## config.mk

```make
export PLATFORM = sky130hd
export DESIGN_NAME = sumador_multipalabra_ctrl
export DESIGN_NICKNAME = d
export VERILOG_FILES = /design/src/rtl/sumador_pkg.sv /design/src/rtl/sumador_parametrizable.sv /design/src/rtl/sumador_multipalabra_ctrl.sv
export SDC_FILE = /design/constraint.sdc
export NUM_CORES = 1
export LEC_CHECK = 0
export ABC_AREA = 1
export CORE_UTILIZATION = 38
export DETAILED_ROUTE_END_ITERATION = 7
export DONT_BUFFER_PORTS = 1
export PLACE_DENSITY = 0.59
export SYNTH_ARGS = -nofsm -noshare
export SYNTH_HDL_FRONTEND = slang
export SYNTH_SLANG_ARGS = --single-unit
```

## constraint.sdc

```tcl
create_clock -name clk -period 2.9 [get_ports clk]
set_input_delay 0.58 -clock clk [delete_from_list [all_inputs] [get_ports clk]]
set_output_delay 0.58 -clock clk [all_outputs]
set_load 0.02 [all_outputs]
```

## src/rtl/sumador_pkg.sv

```systemverilog
// sumador_pkg: sequencer state type and index sizing for the multiword adder
package sumador_pkg;
  typedef enum logic [1:0] {IDLE, RUN, DONE} seq_state_t;
  function automatic int idx_width(input int words);
    return words > 1 ? $clog2(words) : 1;
  endfunction
endpackage

```

## src/rtl/sumador_parametrizable.sv

```systemverilog
// sumador_parametrizable: WIDTH-bit adder with carry chain and two's-complement overflow flag
module sumador_parametrizable #(
  parameter int WIDTH = 4
) (
  input  logic [WIDTH-1:0] A,
  input  logic [WIDTH-1:0] B,
  input  logic             Cin,
  output logic [WIDTH-1:0] S,
  output logic             carry_out,
  output logic             overflow
);
  assign {carry_out, S} = {1'b0, A} + {1'b0, B} + {{WIDTH{1'b0}}, Cin};
  assign overflow = (A[WIDTH-1] == B[WIDTH-1]) && (S[WIDTH-1] != A[WIDTH-1]);
endmodule

```

## src/rtl/sumador_multipalabra_ctrl.sv

```systemverilog
// sumador_multipalabra_ctrl: word-serial multi-precision add/sub on one shared WIDTH-bit adder
module sumador_multipalabra_ctrl
  import sumador_pkg::*;
#(
  parameter int WIDTH = 4,
  parameter int WORDS = 4
) (
  input  logic                   clk,
  input  logic                   rst_n,
  input  logic                   start,
  input  logic                   op_sub,
  input  logic [WIDTH*WORDS-1:0] A,
  input  logic [WIDTH*WORDS-1:0] B,
  output logic                   ready,
  output logic                   busy,
  output logic                   done,
  output logic [WIDTH*WORDS-1:0] S,
  output logic                   carry_out,
  output logic                   overflow
);
  localparam int IW = idx_width(WORDS);
  seq_state_t state, nxt;
  logic [IW-1:0] idx;
  logic [WIDTH*WORDS-1:0] a_q, b_q;
  logic c_q, accept, last, add_co, add_ov;
  logic [WIDTH-1:0] add_s;
  sumador_parametrizable #(.WIDTH(WIDTH)) u_add (
    .A(a_q[idx*WIDTH +: WIDTH]),
    .B(b_q[idx*WIDTH +: WIDTH]),
    .Cin(c_q),
    .S(add_s),
    .carry_out(add_co),
    .overflow(add_ov)
  );
  always_comb begin
    ready = state == IDLE || state == DONE;
    busy = state == RUN;
    done = state == DONE;
    accept = start && ready;
    last = idx == IW'(WORDS - 1);
    nxt = accept ? RUN : busy ? (last ? DONE : RUN) : IDLE;
  end
  always_ff @(posedge clk) begin
    if (!rst_n) begin
      state <= IDLE;
      S <= '0;
      carry_out <= 1'b0;
      overflow <= 1'b0;
      idx <= '0;
      c_q <= 1'b0;
      a_q <= '0;
      b_q <= '0;
    end else begin
      state <= nxt;
      if (accept) begin
        a_q <= A;
        b_q <= op_sub ? ~B : B;
        c_q <= op_sub;
        idx <= '0;
      end else if (busy) begin
        S[idx*WIDTH +: WIDTH] <= add_s;
        c_q <= add_co;
        idx <= last ? '0 : idx + 1'b1;
        if (last) begin
          carry_out <= add_co;
          overflow <= add_ov;
        end
      end
    end
  end
endmodule

```

==> flow_summary.ini <==
[placed_design]
input_output_buffers = 0
place_congestion = 0.792
hpwl_um = 4210
dp_cells = 402

[yosys]
synth.distinct_cells = 30
synth_top_family_by_area = compound AO/OA/AOI/OAI gates
yosysWarnings = 0
async_flop_share_pct = 0
yosys-top-cells-count = sky130_fd_sc_hd__nor2_1 (58), sky130_fd_sc_hd__dfxtp_1 (55), sky130_fd_sc_hd__o21ai_0 (48)
post-synth-top-area-fraction_pct = 42.2
ys_dominant_reg_cell = sky130_fd_sc_hd__dfxtp_1
synth-compound-area-share_pct = 20.2
synth.most_common_cell = sky130_fd_sc_hd__nor2_1
synthCells = 337
synth_simple_gate_area_share_pct = 19.9
syn_area_um2 = 2610
syn-num-nets = 384
yosys.area_share.adder_pct = 5.85
synth_register_bits = 55
synth.yosys.seq_area_share_pct = 42.2
synth_mux_area_share_pct = 0
count_of_flip_flops_with_a_built_in_enable_after_synthesis = 0
post_synth_xor_area_fraction_pct = 5.71
average_instance_area_after_synthesis_um2 = 7.74
synth_area_leader_cell = sky130_fd_sc_hd__dfxtp_1
ys_top_cells_by_area = sky130_fd_sc_hd__dfxtp_1 (42%), sky130_fd_sc_hd__o21ai_0 (9.2%), sky130_fd_sc_hd__nor2_1 (8.3%)

[cts]
tritoncts = yes
cts_inserted_buffers = 5
post_cts_hold_buffer_count = 0
clock_latency_ns = 0.31
postCtsSetupBuffers = 0
cts_max_level = 2
post_cts.resized_instances = 0
cts.root.buffer_cell = sky130_fd_sc_hd__clkbuf_8
worst_setup_hold_path_clk_slew_ns = 0.10
maximum_count_of_clock_buffers_along_a_single_path = 2
clkSinkCount = 55

[global_routing]
grt_max_degree = 49
antenna_violations_before_repair = 0
grt_pass1_vias = 1928
grt_remaining_overflow = 0
grt.total_usage_pct = 16.3
first_pass_grt_wire_length_um = 9320

[floorplan]
floorplan.die_area_um2 = 7200
placeableCoreArea_um2 = 6490
ios = 57
chipWidth_um = 84.8
placementRows = 29
initial_core_util_pct = 40.1
die_height_um = 84.8

[finish]
utilization_pct = 42.4
final_nets = 379
finalNonFillerCells = 410
antenna_diodes = 0
area_growth_pct = 5.71
drive_gt1_share_pct = 8.41
n_fill_cell = 668

[outcome]
outcome = complete, but fails checks
violations_in_the_final_reports = DRC

[power_and_ir_drop]
max-vdd-ir-drop_v = 0.000231
fin_total_pwr_mw = 1.54
power-per-cell-area_nw_per_um2 = 560
p_leak_nw = 1.08

[routing]
wl_per_cell_um = 14.3
finalWirelength_um = 5880
number_of_nets_with_antenna_violations_after_routing = 0
route.vias.total = 2120
drt_iter0_markers = 141
detail_route.drc_violations = 6
vias_per_cell = 5.17
drt-pass1-iter-count = 7

[sta]
layout_min_cycle_time_ns = 2.55
setup_viol_count_final = 0
totalNegativeSetupSlack_ns = 0
final-hold-violation-count = 0
timing.fmax_mhz = 393
max_slew.worst_pin.slew_ns = 0.687
max_slew_margin_pct = 54.1
final_period_utilization_pct = 87.8
hold_ws_ns = 0.402
rsz_0062_raised_after_global_routing = no
final_max_slew_viol_count = 0
clock_skew_ns = 0.0108

[worst_hold_path]
hp-start = rst_n
hold_path_depth = 2
worst_hold_path_type = input pin to flip-flop
timing.hold.worst_endpoint = a_q[2]

[worst_setup_path]
worst-r2r-setup-slack_ns = 0.35
worstSetupStartpointType = flip-flop
cp_max_fo = 12
r2r-end = S[6]
crit_arrival_ns = 2.80
path_class = flip-flop to flip-flop
critPathRequiredTime_ns = 3.15
timing.critical_path.to_type = flip-flop
timing.reg2reg.worst_path_depth = 10
reg2reg_from = idx[0]

[flow_run]
max_cap_check_violation_count = 0
-- how the worst max path moves through the flow --
| stage | startpoint | to | slack, ns | cells after the start |
|---|---|---|---|---|
| 2_1_floorplan | idx[0] | S[14] | 0.53 | 11 |
| 3_3_place_gp | idx[0] | S[6] | 0.53 | 10 |
| 3_5_place_dp | idx[0] | S[6] | 0.40 | 10 |
| 4_1_cts | idx[0] | S[6] | 0.38 | 10 |
| 5_1_grt | idx[0] | S[6] | 0.16 | 10 |
| 6_report | idx[0] | S[6] | 0.35 | 10 |
-- sequential cells by signal, summed over array words and instances (netlist names) --
register and cells:
b_q 16, S 16, state 2, carry_out 1, c_q 1, idx 2
overflow 1, a_q 16
-- cell usage in the layout (no fill, tap or decap), types with 2 or more instances in the layout --
| master | n |
|---|---|
| sky130_fd_sc_hd__inv_2 | 3 |
| sky130_fd_sc_hd__o21ai_0 | 48 |
| sky130_fd_sc_hd__nand2_4 | 2 |
| sky130_fd_sc_hd__clkbuf_8 | 5 |
| sky130_fd_sc_hd__nor2_1 | 58 |
| sky130_fd_sc_hd__nand3_1 | 10 |
| sky130_fd_sc_hd__clkinv_1 | 2 |
| sky130_fd_sc_hd__nand4_1 | 2 |
| sky130_fd_sc_hd__xnor2_1 | 16 |
| sky130_fd_sc_hd__inv_1 | 13 |
| sky130_fd_sc_hd__nor2_2 | 3 |
| sky130_fd_sc_hd__nand2_1 | 38 |
| sky130_fd_sc_hd__dfxtp_1 | 55 |
| sky130_fd_sc_hd__a21oi_1 | 36 |
| sky130_fd_sc_hd__ha_1 | 9 |
| sky130_fd_sc_hd__o22ai_1 | 7 |
| sky130_fd_sc_hd__fa_1 | 2 |
| sky130_fd_sc_hd__buf_4 | 7 |
| sky130_fd_sc_hd__nand2_2 | 2 |
| sky130_fd_sc_hd__a22oi_1 | 4 |
-- per-layer routing --
metal  global-route usage (%)  wire length (um)
met1                     21.7              2850
met2                     26.3              2660
met3                     4.47               317
met4                     4.16                56
met5                        0                 0
-- layout make-up --
class	instances	area, um2	share of cell area (%)
Sequential cell	55	1100	39.9
Tap cell	77	96.3	3.50
Clock buffer	5	68.8	2.50
Inverter	18	67.6	2.45
Multi-Input combinational cell	245	1350	48.9
Timing Repair Buffer	7	52.6	1.91
Clock inverter	3	22.5	0.817
-- power breakdown --
part	internal (mW)	switching, mW	leakage, nW
clock network	0.174	0.261	0.0485
registers	0.803	0.0340	0.452
logic	0.102	0.170	0.584
total	1.08	0.465	1.08
-- critical path, cell delays in order, from the launching register on --
cell and delay (ns):
sky130_fd_sc_hd__dfxtp_1 0.39, sky130_fd_sc_hd__inv_1 0.17, sky130_fd_sc_hd__o21ai_0 0.21, sky130_fd_sc_hd__o22ai_1 0.12, sky130_fd_sc_hd__fa_1 0.47, sky130_fd_sc_hd__fa_1 0.42, sky130_fd_sc_hd__xor2_1 0.29, sky130_fd_sc_hd__nand2_1 0.08
sky130_fd_sc_hd__nor2_1 0.14, sky130_fd_sc_hd__a22oi_1 0.09, sky130_fd_sc_hd__nor2_1 0.09
-- kinds of logic after synthesis --
logic type / count (synthesis)
XOR/XNOR: 17
AO/OA/AOI/OAI: 99
adder cells (fa/ha/maj): 11
AND/OR/NAND/NOR: 118
flip-flops: 55
buffers and inverters: 37
-- through the flow --
step	setup WS [ns]	instance area [um2]
floorplan	0.528	2610
global placement	0.535	2670
detailed placement	0.404	2670
CTS	0.382	2760
global route	0.159	2760
finish	0.353	2760
No activity file was read; power rests on OpenSTA's default activity.
